File: src/rtl/keypad_scanner.sv
// 4x4 matrix keypad scanner: rotates an active-low column drive, collapses each
// four-column frame to NONE / SINGLE(k) / MULTI, debounces across frames, reports keys.
module keypad_scanner #(
  parameter int unsigned SCAN_TICK       = 100000,
  parameter int unsigned DEBOUNCE_FRAMES = 8
) (
  input  logic       clk,
  input  logic       reset,
  input  logic [3:0] row,
  output logic [3:0] col,
  output logic [3:0] key_code,
  output logic       key_valid,
  output logic       key_held,
  output logic       multi
);

  localparam int unsigned CW = $clog2(SCAN_TICK);

  typedef enum logic [1:0] {CLS_NONE, CLS_SINGLE, CLS_MULTI} cls_e;
  typedef enum logic {IDLE, PRESSED} state_e;

  logic [3:0]    row_meta_q, row_s_q;
  logic [CW-1:0] count_q, count_d;
  logic [1:0]    cs_q, cs_d;
  logic [15:0]   frame_q, frame_d, frame_full;
  cls_e          prev_cls_q, prev_cls_d, cur_cls;
  logic [3:0]    prev_k_q, prev_k_d, cur_k;
  logic [7:0]    stab_q, stab_d;
  state_e        state_q, state_d;
  logic [3:0]    code_q, code_d;
  logic          valid_q, valid_d, held_q, held_d, multi_q, multi_d;
  logic [4:0]    ones;
  logic          tick, frame_end, stable;

  assign tick      = (count_q == CW'(SCAN_TICK - 1));
  assign frame_end = tick && (cs_q == 2'd3);
  assign col       = ~(4'b0001 << cs_q);
  assign key_code  = code_q;
  assign key_valid = valid_q;
  assign key_held  = held_q;
  assign multi     = multi_q;

  // The current column is merged in combinationally so the frame-end tick sees all 16 bits.
  always_comb begin
    frame_full = frame_q;
    frame_full[{cs_q, 2'b00} +: 4] = ~row_s_q;
    ones  = '0;
    cur_k = '0;
    for (int unsigned i = 0; i < 16; i++) begin
      if (frame_full[i]) begin
        if (ones == 5'd0) cur_k = 4'(i);
        ones = ones + 5'd1;
      end
    end
    if (ones == 5'd0)      cur_cls = CLS_NONE;
    else if (ones == 5'd1) cur_cls = CLS_SINGLE;
    else                   cur_cls = CLS_MULTI;
    if (cur_cls != CLS_SINGLE) cur_k = '0;
  end

  always_comb begin
    count_d    = tick ? '0 : count_q + CW'(1);
    cs_d       = cs_q;
    frame_d    = frame_q;
    prev_cls_d = prev_cls_q;
    prev_k_d   = prev_k_q;
    stab_d     = stab_q;
    state_d    = state_q;
    code_d     = code_q;
    valid_d    = 1'b0;
    held_d     = held_q;
    multi_d    = multi_q;
    stable     = 1'b0;
    if (tick) begin
      cs_d    = cs_q + 2'd1;
      frame_d = frame_full;
    end
    if (frame_end) begin
      if ((cur_cls == prev_cls_q) && (cur_k == prev_k_q))
        stab_d = (stab_q < 8'(DEBOUNCE_FRAMES)) ? stab_q + 8'd1 : stab_q;
      else
        stab_d = 8'd1;
      prev_cls_d = cur_cls;
      prev_k_d   = cur_k;
      stable     = (stab_d == 8'(DEBOUNCE_FRAMES));
      multi_d    = stable && (cur_cls == CLS_MULTI);
      case (state_q)
        IDLE: begin
          if (stable && (cur_cls == CLS_SINGLE)) begin
            code_d  = cur_k;
            valid_d = 1'b1;
            held_d  = 1'b1;
            state_d = PRESSED;
          end
        end
        PRESSED: begin
          if (stable && (cur_cls == CLS_NONE)) begin
            held_d  = 1'b0;
            state_d = IDLE;
          end
        end
        default: state_d = IDLE;
      endcase
    end
  end

  always_ff @(posedge clk or negedge reset) begin
    if (!reset) begin
      row_meta_q <= '1;
      row_s_q    <= '1;
      count_q    <= '0;
      cs_q       <= '0;
      frame_q    <= '0;
      prev_cls_q <= CLS_NONE;
      prev_k_q   <= '0;
      stab_q     <= '0;
      state_q    <= IDLE;
      code_q     <= '0;
      valid_q    <= 1'b0;
      held_q     <= 1'b0;
      multi_q    <= 1'b0;
    end else begin
      row_meta_q <= row;
      row_s_q    <= row_meta_q;
      count_q    <= count_d;
      cs_q       <= cs_d;
      frame_q    <= frame_d;
      prev_cls_q <= prev_cls_d;
      prev_k_q   <= prev_k_d;
      stab_q     <= stab_d;
      state_q    <= state_d;
      code_q     <= code_d;
      valid_q    <= valid_d;
      held_q     <= held_d;
      multi_q    <= multi_d;
    end
  end

endmodule

File: config.mk
export PLATFORM = sky130hd
export DESIGN_NAME = keypad_scanner
export DESIGN_NICKNAME = d
export VERILOG_FILES = /design/src/rtl/keypad_scanner.sv
export SDC_FILE = /design/constraint.sdc
export NUM_CORES = 1
export LEC_CHECK = 0
export CORE_MARGIN = 3
export CORE_UTILIZATION = 59
export DETAILED_ROUTE_END_ITERATION = 8
export DONT_BUFFER_PORTS = 1
export GPL_TIMING_DRIVEN = 0
export PLACE_DENSITY = 0.78
export SLEW_MARGIN = 20
export SYNTH_ARGS = -nofsm -noshare
export SYNTH_HDL_FRONTEND = slang
export SYNTH_SLANG_ARGS = --single-unit
export TNS_END_PERCENT = 1
File: constraint.sdc
create_clock -name clk -period 11.35 [get_ports clk]
set_clock_uncertainty 0.1 [all_clocks]
set_input_delay 0.5675 -clock clk [delete_from_list [all_inputs] [get_ports clk]]
set_output_delay 0.5675 -clock clk [all_outputs]
set_load 0.05 [all_outputs]
==> Yosys cells after proc, flatten, opt, wreduce, memory -nomap -nowiden <==
Index checks and enable logic that the tools add are counted.
{ "totals": {"reg_bits": 65, "in_bits": 6, "output_inout_bits": 11, "elab_cells": 136} }
{ "op_classes": {"mux": 62, "n_eq_ne": 11, "bitwise_logic": 3, "shift": 3, "n_reduce_logical": 24, "n_lt_le_gt_ge": 1, "addsub": 19} }
{ "op_table": {"columns": ["cell", "n"], "rows": [
  ["4-bit two-way mux", 29],
  ["5-bit logical NOT", 16],
  ["5-bit by 1-bit adder with 5-bit output (second input constant)", 15],
  ["5-bit two-way mux", 15],
  ["8-bit two-way mux", 3],
  ["17-bit by 1-bit adder with 17-bit output (second input constant)", 1],
  ["17-bit == test (second input constant)", 1],
  ["17-bit two-way mux", 1],
  ["16-bit bitwise mux", 1],
  ["4-bit by 6-bit variable shift with 16-bit output (first input constant)", 1],
  ["4-bit by 6-bit indexed part select with 16-bit output", 1],
  ["1-bit two-way mux", 9],
  ["8-bit by 1-bit adder with 8-bit output (second input constant)", 1],
  ["8-bit by 4-bit == test with 1-bit output (second input constant)", 1],
  ["8-bit by 4-bit < comparator with 1-bit output (second input constant)", 1],
  ["4-bit NOT", 2],
  ["4-bit negation with 6-bit output", 1],
  ["3-bit AND reduction", 2],
  ["5-bit by 1-bit == test with 1-bit output (second input constant)", 1],
  ["1-bit logical AND", 5],
  ["2-bit == test (second input constant)", 2],
  ["4-bit == test", 1],
  ["2-bit two-way mux", 2],
  ["2-bit by 1-bit != test with 1-bit output (second input constant)", 2],
  ["other kinds (8)", 9]
]} }

==> Depth between registers and ports, before layout <==
Gate-level depths: netlist of run 1.
{ "depth": {"word_depth": 48, "depth_mapped": 67, "depth_no_buf": 64} }

==> Worst setup path after synthesis of run 1 <==
No wires, ideal clock.
{ "synth_path": {"kind": "reg2reg", "start": "reg cs_q[0]", "end": "reg code_q[0] (netlist: key_code[0])", "arrival_ns": 11.233, "setup_time_ns": 0.079, "t_required_ns": 11.171, "synth_period_minus_slack_ns": 11.413, "path_slack_ns": -0.063, "stages_incl_launch_ff": 65, "n_path_buf": 3, "path_cell_list": "dfrtp_1 > buf_6 > inv_1 > ha_1 > buf_4 > nor4b_1 > nor2_1 > ha_1 > xnor2_1 > inv_1 > ha_1 > a21o_1 > o211a_2 > ha_1 > o2bb2ai_1 > a21o_1 > ha_1 > nand2_1 > [... 29 more ...] > ha_1 > mux2i_1 > inv_1 > ha_1 > nand2_1 > o21a_1 > inv_1 > ha_1 > or2_1 > nor2b_1 > a21bo_1 > a21oi_2 > and4_1 > o2111ai_1 > o211a_1 > buf_2 > nor4_4 > mux2i_1"} }
{ "synth_between": {"elab_chain_len": 46, "word_cells_on_any_way": 97} }
{ "synth_rtl": {"columns": ["element", "line", "rtl"], "rows": [
  ["from (decl)", "24", "logic [1:0] cs_q, cs_d;"],
  ["from (signal assigned)", "126", "cs_q <= cs_d;"],
  ["4-bit negation with 6-bit output", "46", "frame_full[{cs_q, 2'b00} +: 4] = ~row_s_q;"],
  ["4-bit by 6-bit indexed part select with 16-bit output or 4-bit by 6-bit variable shift with 16-bit output (tied branches)", "46", null],
  ["16-bit bitwise mux", "46", null],
  ["1-bit two-way mux", "50", "if (frame_full[i]) begin"],
  ["5-bit by 1-bit adder with 5-bit output", "52", "ones = ones + 5'd1;"],
  ["5-bit two-way mux", "50", null],
  ["5-bit by 1-bit adder with 5-bit output", "52", null],
  ["5-bit two-way mux", "50", null],
  ["[... 30 more ...]", null, null],
  ["4-bit two-way mux", "58", "if (cur_cls != CLS_SINGLE) cur_k = '0;"],
  ["4-bit == test", "79", "if ((cur_cls == prev_cls_q) && (cur_k == prev_k_q))"],
  ["1-bit logical AND", "79", null],
  ["8-bit two-way mux", "79", null],
  ["8-bit two-way mux", "78", "if (frame_end) begin"],
  ["8-bit by 4-bit == test with 1-bit output", "85", "stable = (stab_d == 8'(DEBOUNCE_FRAMES));"],
  ["1-bit logical AND", "89", "if (stable && (cur_cls == CLS_SINGLE)) begin"],
  ["3-bit AND reduction (no source line)", null, null],
  ["to (signal assigned)", "132", "code_q <= code_d;"],
  ["to (decl)", "30", "logic [3:0] code_q, code_d;"]
]} }
Parallel ways exist; a longest one is shown, timed or not. The select of a mux whose other input is x is not followed.
A chain may end at the register's enable or synchronous reset.

==> Worst setup path after layout of run 1 <==
{ "layout_path": {"start": "reg cs_q[0]", "end": "reg held_q (netlist: key_held)"} }
{ "layout_between": {"elab_chain_len": 47, "word_cells_on_any_way": 101} }
{ "layout_rtl": {"columns": ["element", "line", "rtl"], "rows": [
  ["4-bit negation with 6-bit output", "46", null],
  ["4-bit by 6-bit indexed part select with 16-bit output or 4-bit by 6-bit variable shift with 16-bit output (tied branches)", "46", null],
  ["16-bit bitwise mux", "46", null],
  ["1-bit two-way mux", "50", null],
  ["5-bit by 1-bit adder with 5-bit output", "52", null],
  ["5-bit two-way mux", "50", null],
  ["5-bit by 1-bit adder with 5-bit output", "52", null],
  ["5-bit two-way mux", "50", null],
  ["[... 31 more ...]", null, null],
  ["4-bit == test", "79", null],
  ["1-bit logical AND", "79", null],
  ["8-bit two-way mux", "79", null],
  ["8-bit two-way mux", "78", null],
  ["8-bit by 4-bit == test with 1-bit output", "85", null],
  ["1-bit logical AND (on tied branches)", "89, 97", null],
  ["2-bit != test (no source line) or 2-bit by 1-bit != test with 1-bit output (tied branches)", null, null],
  ["3-bit AND reduction (no source line) (*)", null, null],
  ["to (signal assigned)", "134", "held_q <= held_d;"],
  ["to (decl)", "31", "logic valid_q, valid_d, held_q, held_d, multi_q, multi_d;"]
]} }
Mark *: on every way between the ends. The rest lies on a longest branch, timed or not. The select of a mux whose other input is x is not followed.

==> flow_summary.yaml, run 1 <==
synth:
  synth_area_leaders: "dfrtp_1 (23%), ha_1 (6.9%), xnor2_1 (4.7%), nand2_1 (3.5%), dfstp_2 (3.4%)"
  yosysWarnings: 0
  yosysTopAreaCellShare: 0.230
  synthCells: 710
  ys.flop_type: "dfrtp_1"
  synthDistinctLibCells: 104
  synth_edf_count: 0
  ys_seq_area_frac: 0.264
  synth.avg_cell_area_um2: 8.72
  yosys.area.top_type: "dfrtp_1"
  synth_seq_cells: 65
  netlist_area_mm2: 0.00619
  ys_async_sr_fraction: 1.00
  synth_fp_nets: 750
sta:
  max_slew_margin: 0.383
  timing.fmax_ghz: 0.0897
  tightestPinTransition_ns: 0.917
  finalCritPeriodShare: 0.982
  hold_violations: 0
  layout_min_cycle_time_ns: 11.14
  slew_viol_final: 0
  tns_ns: 0
  setup_viol: 0
place:
  place_hpwl_mm: 11.1
  numPortBuffers: 0
  gp_congestion: 0.901
  placedCellCount: 843
  placed_area_mm2: 0.00637
detailed_routing:
  firstDrtPassIters: 5
  route.detailed.drc: 0
  drtAntennaViolNets: 0
  dr.first_iter.drc_count: 522
  via_count: 5931
  drt-total-wl_mm: 16.9
  wire_per_inst_um: 18.6
  via_per_inst: 6.52
worst_setup_path:
  crit_slowest_cell: "or4b_1"
  slowest_delay_ns: 0.46
  start_kind: "flip-flop"
  path_buf_inv: 10
  rr_worst_depth: 66
  r2r_start: "cs_q[0]"
  cp_data_arrival_time_ns: 11.31
  critPathKind: "flip-flop to flip-flop"
  reg2reg_to: "key_held"
  end_kind: "flip-flop"
  worstPathMaxFanout: 6
  cpMostUsedCell: "ha_4"
  required_ns: 11.52
  cp-endpoint: "key_held"
  cp_top_family: "adder cells"
  cp-startpoint: "cs_q[0]"
  cp.depth: 66
  rrSetupSlack_ns: 0.21
layout:
  syn_to_final_growth_pct: 21.1
  nFillCells: 694
  final_util: 0.751
  layout-drive-gt1-share: 0.273
  final_cell_area_mm2: 0.00750
  multi_input_area_mm2: 0.00477
  seqCellArea_mm2: 0.00164
  n_antenna_cell: 0
  final_nets: 812
  fin_cells: 909
floorplan:
  fp.dieW_um: 108
  core_mm2: 0.0100
  num_rows: 36
  die_area_mm2: 0.0118
  die-height_um: 108
  start_util: 0.619
  ioPinCount: 17
global_routing:
  grt_pass1_wl_mm: 26.3
  antenna_found_initial: 0
  grt_use_total: 0.276
  grt_overflow: 0
  grt_pass1_vias: 5517
  grt_max_degree: 66
clocking:
  clkTransAtPathRegs_ns: 0.06
  clockRootBuffer: "clkbuf_8"
  tritoncts: "yes"
  clk_latency_ns: 0.35
  cts_inserted_buffers: 9
  htreeDepth: 3
  clockBufferDepth: 2
  cts_sinks: 65
pwr:
  peakVddDrop_mv: 0.0867
  p_leak_nw: 3.16
  powerDensity_mw_per_mm2: 82.5
outcome:
  status: "complete, no violations"
min_path:
  hold_path.class: "input port to flip-flop"
run:
  cap_violations: 0
-- cell usage in the layout (no fill, tap or decap), drive strengths merged, types with 21 or more instances in the layout --
cell type / instances
buf: 63
clkbuf: 25
a21oi: 30
nor2: 56
nor3: 21
ha: 34
nand3: 30
nand2: 57
xnor2: 37
o21ai: 29
inv: 46
dfrtp: 57
-- where the power goes --
group / switching, W / leakage [nW] / internal, W / total [W]
Clock: 0.0000822 / 0.102 / 0.000111 / 0.000194
Sequential: 0.000000999 / 0.866 / 0.000234 / 0.000235
Combinational: 0.000102 / 2.19 / 0.0000881 / 0.000190
Total: 0.000185 / 3.16 / 0.000434 / 0.000619
-- layout make-up --
| cell class | instances | share of cell area |
|---|---|---|
| Buffer | 25 | 0.0172 |
| Clock buffer | 12 | 0.0207 |
| Clock inverter | 3 | 0.00534 |
| Inverter | 46 | 0.0233 |
| Multi-Input combinational cell | 573 | 0.636 |
| Sequential cell | 65 | 0.218 |
| Tap cell | 133 | 0.0222 |
| Timing Repair Buffer | 52 | 0.0575 |
-- repair_timing --
item / 4_1_cts / 5_1_grt
pin swaps: 22 / 31
endpoints found under the hold margin: 65 / 0
hold buffers: 2 / 0
setup buffers: 27 / 23
resized for setup: 40 / 61
endpoints found under the setup margin: 22 / 21
-- logic make-up (layout without fill, tap and decap cells) --
logic type	Yosys count	in the layout	share of synthesized area
compound gates	201	201	0.255
fa+ha+maj	35	35	0.0703
simple gates	266	266	0.238
xor+xnor	59	59	0.104
flops	65	65	0.264
buf+inv	72	138	0.0489
mux	12	12	0.0202
-- cells in the mapped netlist (15+ instances only) --
cell type / count
dfrtp_1: 57
nand2_1: 57
nor2_1: 55
inv_1: 44
ha_1: 34
xnor2_1: 33
nand3_1: 29
a21oi_1: 27
nor2b_1: 19
o21ai_0: 19
nor3_1: 18
and3_1: 15
xor2_1: 15
-- worst reg2reg max path: cells and delay by family (launching register included) --
kind | cells | cell delay [ns]
AOI/OAI and AO/OA | 17 | 2.50
buffers and inverters | 10 | 0.90
DFF | 1 | 0.40
xor gates and xnor gates | 1 | 0.18
adders and majority gates | 15 | 3.98
muxes | 1 | 0.19
and+or+nand+nor | 22 | 2.79
-- how the worst min path moves through the flow --
stage          startpoint            end  slack, ns  cells past startpoint
4_1_cts            row[1]  row_meta_q[1]        0.1                      0
2_1_floorplan       reset     count_q[0]       0.17                      0
3_3_place_gp        reset      stab_q[6]       0.17                      0
3_5_place_dp        reset      stab_q[5]       0.17                      0
5_1_grt            row[1]  row_meta_q[1]        0.1                      0
6_report           row[1]  row_meta_q[1]       0.12                      0
-- per-stage QoR --
stage               total power (W)  hold slack, ns  setup slack, ns
global placement           0.000339           0.174           -0.993
floorplan                  0.000323           0.172           0.0294
CTS                        0.000572          0.0994          0.00237
finish                     0.000619           0.123            0.207
global route               0.000645          0.0977           -0.242
detailed placement         0.000345           0.174            -1.59
-- registers in the layout, summed over array words and instances, names as in the netlist --
signal	cells
count_q	17
cs_q	2
frame_q	16
key_code	4
key_held	1
key_valid	1
multi	1
prev_cls_q	2
prev_k_q	4
row_meta_q	4
row_s_q	4
stab_q	8
state_q	1
-- metal layers --
metal / vias up / part of all wire / GRT usage
li1: 2752 / - / -
met1: 2904 / 0.43 / 0.372
met2: 226 / 0.50 / 0.461
met3: 49 / 0.046 / 0.0394
met4: 0 / 0.024 / 0.0848
met5: - / 0 / 0
(Power assumes the default switching activity.)
==> run 2: changes to the inputs <==
- PLACE_DENSITY: 0.78 -> not set
- PLACE_DENSITY_LB_ADDON: not set -> 0.3
==> flow_summary.yaml, run 2 (synthesis results as in run 1) <==
worst_setup_path:
  worstPathMaxFanout: 9
  slowest_delay_ns: 0.42
  cp_data_arrival_time_ns: 11.24
  required_ns: 11.47
  crit_slowest_cell: "dfrtp_1"
  reg2reg_to: "stab_q[0]"
  end_kind: "flip-flop"
  cpMostUsedCell: "ha_4"
  r2r_start: "cs_q[1]"
  rr_worst_depth: 65
  critPathKind: "flip-flop to flip-flop"
  rrSetupSlack_ns: 0.22
  start_kind: "flip-flop"
layout:
  n_antenna_cell: 0
  nFillCells: 644
  top_regs: "count_q x17, frame_q x16, stab_q x8"
  syn_to_final_growth_pct: 19.5
  final_nets: 804
  largest_reg_flops: 17
  regMostFlops: "count_q"
  fin_cells: 902
  final_common_cell: "dfrtp_1"
  layout-drive-gt1-share: 0.250
  final_cell_mix: "dfrtp_1 (56), nor2_1 (51), nand2_1 (51)"
global_routing:
  grt_pass1_vias: 5630
  grt_pass1_wl_mm: 26.0
  grt_max_degree: 66
  grt_use_total: 0.273
  antenna_found_initial: 0
  grt_overflow: 0
pwr:
  peakVddDrop_mv: 0.110
  p_leak_nw: 3.12
  combPwrFrac: 0.263
  switchingPower_w: 0.000192
  switching_share: 0.293
  clockPowerShare: 0.379
  p_int_w: 0.000464
  share_seq_of_total_power: 0.358
  powerDensity_mw_per_mm2: 88.6
min_path:
  hold_path.class: "input port to flip-flop"
  whs_path_depth: 0
  hold_path_end: "row_meta_q[2]"
  worstHoldStart: "row[2]"
sta:
  timing.fmax_ghz: 0.0899
  setup_viol: 0
  holdWs_ns: 0.108
  layout_min_cycle_time_ns: 11.13
  finalCritPeriodShare: 0.980
  slew_viol_final: 0
  max_slew_margin: 0.457
  hold_violations: 0
  tightestPinTransition_ns: 0.808
  tns_ns: 0
clocking:
  htreeDepth: 3
  cts_inserted_buffers: 9
  clkTransAtPathRegs_ns: 0.08
  clockRootBuffer: "clkbuf_8"
  clockBufferDepth: 2
  clk_latency_ns: 0.36
  cts_sinks: 65
  tritoncts: "yes"
floorplan:
  core_mm2: 0.0100
  start_util: 0.619
  ioPinCount: 17
  die-height_um: 108
  num_rows: 36
  fp.dieW_um: 108
  die_area_mm2: 0.0118
detailed_routing:
  wire_per_inst_um: 18.2
  drt-total-wl_mm: 16.4
  via_per_inst: 6.53
  dr.first_iter.drc_count: 376
  drtAntennaViolNets: 0
  firstDrtPassIters: 5
  via_count: 5891
  route.detailed.drc: 0
place:
  gp_congestion: 0.928
  placedCellCount: 843
  place_hpwl_mm: 11.0
  numPortBuffers: 0
run:
  cap_violations: 0
outcome:
  status: "complete, no violations"
==> run 2: changes by cell type in the layout (fill, tap and decap cells not counted), sizes merged <==
| cell | before | now |
|---|---|---|
| buf | 63 | 55 |
| clkbuf | 25 | 23 |
| bufinv | 1 | 3 |
| clkinvlp | 0 | 1 |
==> run 2: power groups by stage <==
stage          registers, W  logic (W)  clock network, W
6_report           0.000235   0.000172          0.000249
5_1_grt            0.000235   0.000187          0.000261
4_1_cts            0.000235   0.000130          0.000253
3_5_place_dp       0.000239   0.000105                 0
3_3_place_gp       0.000239   0.000101                 0
2_1_floorplan      0.000239  0.0000841                 0
==> run 2: per-stage QoR <==
step	total power (W)	utilization	setup slack [ns]	area, um^2
2_1_floorplan	0.000323	-	0.0294	6200
3_3_place_gp	0.000340	0.637	-1.09	6370
3_5_place_dp	0.000344	0.637	-1.51	6370
4_1_cts	0.000618	0.698	0.00839	6980
5_1_grt	0.000684	0.740	-0.296	7400
6_report	0.000656	0.740	0.225	7400
==> run 2: area by class of cell <==
| class | instances | area (um^2) | area share |
|---|---|---|---|
| multi-input combinational | 573 | 4680 | 0.632 |
| sequential | 65 | 1640 | 0.221 |
| clock inverter | 6 | 115 | 0.0156 |
| buffer | 25 | 133 | 0.0179 |
| tap | 133 | 166 | 0.0225 |
| timing repair buffer | 44 | 357 | 0.0482 |
| clock buffer | 10 | 138 | 0.0186 |
| inverter | 46 | 178 | 0.0240 |
==> run 2: metal layers <==
layer	vias up	GRT usage	wire, um	share of wire
met4	0	0.0992	450	0.027
met3	44	0.0430	972	0.059
met2	210	0.451	7900	0.48
met1	2891	0.363	7100	0.43
met5	-	0	0	0
li1	2746	-	-	-
==> run 2: worst max path at each step <==
| stage | from | end | slack [ns] | cells past startpoint |
|---|---|---|---|---|
| 6_report | cs_q[1] | stab_q[0] | 0.22 | 65 |
| 5_1_grt | cs_q[0] | key_code[1] | -0.30 | 67 |
| 4_1_cts | cs_q[0] | key_code[1] | 0.008 | 67 |
| 3_5_place_dp | cs_q[0] | key_code[2] | -1.51 | 64 |
| 3_3_place_gp | cs_q[0] | key_code[2] | -1.09 | 64 |
| 2_1_floorplan | cs_q[0] | key_code[0] | 0.03 | 64 |
==> run 2: worst max-delay path: cells and delay by family, from the launching register on <==
kind	cells	cell delay (ns)
simple gates	19	2.16
flops	1	0.42
compound gates	21	3.16
fa+ha+maj	14	3.80
buf+inv	9	1.02
mux	2	0.33
==> run 2: timing repair <==
action | 4_1_cts | 5_1_grt
setup buffers | 17 | 25
gates cloned | 0 | 0
hold buffers | 2 | 0
pin swaps | 17 | 28
resized for setup | 36 | 44
endpoints found under the setup margin | 22 | 22
hold endpoints to repair | 65 | 0
